==> src/rtl/mips_pkg.sv <==
// Shared MIPS pipeline definitions: data-memory sequencer states and defaults.
package mips_pkg;

  typedef enum logic [1:0] {
    IDLE = 2'd0,
    BUSY = 2'd1,
    DONE = 2'd2
  } dmem_state_t;

  localparam int          DMEM_TIMEOUT_DEFAULT = 16;
  localparam logic [31:0] DMEM_ERR_DATA        = 32'h0000_0000;

endpackage

==> src/rtl/dmem_access_ctrl.sv <==
// MEM-stage data-memory sequencer: request one cycle after the load/store is seen, result one cycle after mem_ready.
// Stalls the pipeline while waiting on mem_ready; a wait-cycle counter aborts after TIMEOUT cycles with a sticky bus_err.
module dmem_access_ctrl
  import mips_pkg::*;
#(
  parameter int          TIMEOUT  = DMEM_TIMEOUT_DEFAULT,
  parameter logic [31:0] ERR_DATA = DMEM_ERR_DATA
) (
  input  logic        clk,
  input  logic        rst,
  input  logic        memread,
  input  logic        memwrite,
  input  logic [31:0] addr_in,
  input  logic [31:0] wdata_in,
  output logic        mem_req,
  output logic        mem_we,
  output logic [31:0] mem_addr,
  output logic [31:0] mem_wdata,
  input  logic [31:0] mem_rdata,
  input  logic        mem_ready,
  output logic        stall,
  output logic [31:0] read_data,
  output logic        bus_err
);

  localparam int            CW   = $clog2(TIMEOUT + 1);
  localparam logic [CW-1:0] LAST = CW'(TIMEOUT - 1);

  dmem_state_t   state;
  logic [CW-1:0] cnt;

  always_ff @(posedge clk or posedge rst) begin
    if (rst) begin
      state     <= IDLE;
      mem_req   <= 1'b0;
      mem_we    <= 1'b0;
      mem_addr  <= 32'h0;
      mem_wdata <= 32'h0;
      read_data <= 32'h0;
      bus_err   <= 1'b0;
      cnt       <= '0;
    end else begin
      case (state)
        IDLE: begin
          if (memread || memwrite) begin
            mem_req   <= 1'b1;
            mem_we    <= memwrite;  // store wins when both controls are high
            mem_addr  <= addr_in;
            mem_wdata <= wdata_in;
            cnt       <= '0;
            state     <= BUSY;
          end
        end
        BUSY: begin
          if (mem_ready) begin
            mem_req <= 1'b0;
            if (!mem_we) read_data <= mem_rdata;
            state <= DONE;
          end else if (cnt == LAST) begin
            // Counter holds at LAST on abort rather than wrapping
            mem_req <= 1'b0;
            if (!mem_we) read_data <= ERR_DATA;
            bus_err <= 1'b1;
            state   <= DONE;
          end else begin
            cnt <= cnt + 1'b1;
          end
        end
        // The finished instruction is still in EX/MEM here, so do not re-sample it
        DONE:    state <= IDLE;
        default: state <= IDLE;
      endcase
    end
  end

  assign stall = ((state == IDLE) && (memread || memwrite)) || (state == BUSY);

endmodule

==> config.mk <==
export PLATFORM = sky130hd
export DESIGN_NAME = dmem_access_ctrl
export DESIGN_NICKNAME = d
export VERILOG_FILES = /design/src/rtl/mips_pkg.sv /design/src/rtl/dmem_access_ctrl.sv
export SDC_FILE = /design/constraint.sdc
export NUM_CORES = 1
export LEC_CHECK = 0
export BUFFER_PORTS_ARGS = -buffer_cell sky130_fd_sc_hd__buf_2
export CAP_MARGIN = 20
export CORE_ASPECT_RATIO = 0.75
export CORE_MARGIN = 1
export CORE_UTILIZATION = 45
export CTS_CLUSTER_SIZE = 10
export DETAILED_ROUTE_END_ITERATION = 16
export PLACE_DENSITY_LB_ADDON = 0.25
export SLEW_MARGIN = 10
export SYNTH_ARGS = -nofsm -noshare
export SYNTH_HDL_FRONTEND = slang
export SYNTH_SLANG_ARGS = --single-unit
==> constraint.sdc <==
create_clock -name clk -period 3.5 [get_ports clk]
set_input_delay 0 -clock clk [delete_from_list [all_inputs] [get_ports clk]]
set_output_delay 0 -clock clk [all_outputs]
set_load 0.01 [all_outputs]
==> summary.md <==
| Metric | Value |
|---|---|
| Outcome | finished clean |
| Worst Path Required | 3750 ps |
| Simple-gate portion of the synthesized area | 0.0570 |
| Power Dens Cells | 776 mW/mm^2 |
| Synth-to-Final Area Change | 56.4% |
| Syn_area_per_cell | 13.7 um^2 |
| Main synth FF type | dfrtp_1 |
| Max FO, Critical Path | 31 |
| RSZ-0062 raised after global routing | false |
| Root Driver | clkbuf_16 |
| Tightest Hold Check Type | input port to asynchronous set/reset pin |
| Worst clock skew | 6.33 ps |
| Drt drc | 0 |
| Metal-1 WL | 4.50 mm |
| Net Count, Synth | 417 |
| DRT iter0 DRCs | 99 |
| Largest area contributor in the netlist | dfrtp_1 |
| Final hold vios | 0 |
| GRT Overall Usage | 0.231 |
| ANT nets after route | 0 |
| Routed wl met3 | 756 um |
| Initial Utilization | 0.470 |
| Final max-slew violation count | 0 |
| Compound-Gate Fraction of Synth Area | 0.0160 |
| Inserted Clock Buffers | 9 |
| Largest net degree at the start of global routing | 80 |
| Largest stage delay on the critical path | 480 ps |
| CTS tree | yes |
| Critical path class | register to register |
| Post-synth top area share | 0.617 |
| Total I/O pin count | 201 |
| Register area share after synthesis | 0.617 |
| DR WL/cell | 15.0 um |
| Die Ht | 86.7 um |
| Peak supply drop | 0.473 mV |
| Most Frequent Cell on Critical Path | ha_1 |
| Mapped Cells | 314 |
| Post-synthesis mux area share | 0.247 |
| FF+latch count, synth | 106 |
| # clock sinks | 106 |
| Setup Buffers After CTS | 0 |
| Worst-Margin Slew | 638 ps |
| Final setup violation count | 0 |
| Post-layout instance area | 0.00673 mm^2 |
| Die Area | 0.00996 mm^2 |
| Final nets | 720 |
| Highest routed layer | met4 |
| Synth unique cells | 27 |
| Tmin final | 2190 ps |
| Tot Pwr | 5.22 mW |
| DR vias/cell | 4.53 |
| Largest cells by area after synthesis | dfrtp_1 (62%), mux2_2 (13%), mux2i_1 (7.9%) |
| Routed Wire Length | 11.3 mm |
| Initial antenna violation count | 0 |
| Placed insts | 633 |
| Slowest-stage cell, CP | buf_4 |
| Placed instance area | 0.00538 mm^2 |
| Global-route wire length before repair | 17.5 mm |
| Number of H-tree levels | 3 |
| Met2 WL | 5.85 mm |
| Buffers on Ports | 200 |
| Setup TNS | 0 ps |
| Post-Syn Area | 0.00430 mm^2 |
| CP cell instances | ha_1 -> and3_1 -> ha_1 -> nor2_1 -> nor3_4 -> buf_4 -> mux2i_1 |
| Reg clk slew, reported paths | 60 ps |
| First-pass DRT Iterations | 5 |
| Detailed-route via count | 3,400 |
| Asr flop ratio synth | 1.00 |
| Layout cells sized above 1 | 0.444 |
| Final Cycle Share | 0.625 |
| F_max | 457 MHz |
| Vias in the first global route | 3,539 |
| CP endpoint kind | register |
| Ys Warns | 0 |
| Max cap viols | 0 |
| Global route total overflow | 0 |
| Clock Path Buffers | 2 |
| Largest family of logic cells by synthesized area | multiplexers |
| CP Data Arrival Time | 2440 ps |
| Leakage power | 3.30 nW |
| Kind of start point of the critical path | register |
| Hold slack | 160 ps |
| ANT cells | 0 |
| Placer's final routability congestion estimate | 0.764 |
| Slew margin rel. | 0.575 |
| XOR/XNOR share of the synthesized area | 0 |
| Die width | 115 um |
| CORE AREA | 0.00916 mm^2 |
| Finished Layout Cells | 750 |
| Post-detail-place hpwl | 6.49 mm |
| # rows | 30 |
| Post-synth EDFFs | 0 |
| Post-synthesis adder-cell area fraction | 0.00582 |
| Clk_lat worst skew | 340 ps |
state kept, by name, summed over array words and instances (netlist names):
name / count
cnt: 5
mem_we: 1
state: 2
read_data: 32
mem_wdata: 32
bus_err: 1
mem_req: 1
mem_addr: 32
cells in the mapped netlist (2+ instances only):
cell,number
buf_6,9
mux2_2,50
nor2_1,3
a21oi_1,2
dfrtp_1,106
nand2b_1,2
mux2_1,14
nand2_1,36
mux2i_1,34
o21ai_0,4
inv_1,35
ha_1,2
clkbuf_1,3
cells in the final DEF, fill, tap and decap left out, types with 2 or more instances in the layout:
master	n
buf_4	4
clkinvlp_4	2
clkbuf_16	9
clkbuf_1	2
a21oi_1	2
inv_1	34
bufinv_16	2
buf_2	200
dfrtp_1	106
mux2i_1	34
nand2b_1	2
dlygate4sd3_1	100
mux2_1	14
nor2_1	3
nand2_1	36
mux2_2	50
o21ai_0	4
ha_1	2
logic make-up after synthesis:
group                      after synthesis
and+or+nand+nor                         49
AOI/OAI and AO/OA                       11
DFF                                    106
muxes                                   98
buffers and inverters                   48
adders and majority gates                2
path summary, 6_finish.rpt:
path,cells past startpoint,startpoint,slack (ps),endpoint
max,7,cnt[0]$_DFFE_PP0P_,1310,read_data[14]$_DFFE_PP0P_
min,3,rst,160,mem_addr[21]$_DFFE_PP0P_
max reg2reg,7,cnt[0]$_DFFE_PP0P_,1310,read_data[14]$_DFFE_PP0P_
min reg2reg,1,cnt[3]$_DFFE_PP0P_,480,cnt[3]$_DFFE_PP0P_
max in group asynchronous,5,rst,2370,mem_wdata[8]$_DFFE_PP0P_
min in group clk,3,mem_ready,200,read_data[19]$_DFFE_PP0P_
routing by layer:
metal	track usage	vias to the layer above
met5	0	-
met4	0.0708	0
met3	0.0692	15
met2	0.418	133
met1	0.265	1611
li1	-	1641
through the flow:
stage / utilization / setup slack [ps]
6_report: 0.735 / 1310
5_1_grt: 0.735 / 1140
4_1_cts: 0.732 / 1270
3_5_place_dp: 0.587 / 1310
3_3_place_gp: 0.587 / 1450
2_1_floorplan: - / 711
what timing repair did:
item,4_1_cts,5_1_grt
endpoints found under the hold margin,176,0
resized for setup,0,0
hold buffers,100,0
endpoints found under the setup margin,0,0
power breakdown:
part | internal, mW | switching, mW | total (mW) | leakage, nW
clock | 0.647 | 0.423 | 1.07 | 0.149
combinational | 1.05 | 1.01 | 2.06 | 1.86
sequential | 1.79 | 0.302 | 2.09 | 1.29
total | 3.48 | 1.74 | 5.22 | 3.30
layout make-up:
class	count	area, um^2
repair buffers	305	2060
well taps	128	160
inverters	35	134
flip-flops and latches	106	2650
fillers	640	2430
clock inverters	4	75.1
multi-input cells	160	1400
clock buffers	12	246
worst max-delay path: cells and delay by family (launching register included):
kind	cells	cell delay, ps
adders and majority gates	2	410
buffers and inverters	1	480
DFF	1	390
muxes	1	280
and+or+nand+nor	3	510
No activity file was read; power rests on OpenSTA's default activity.
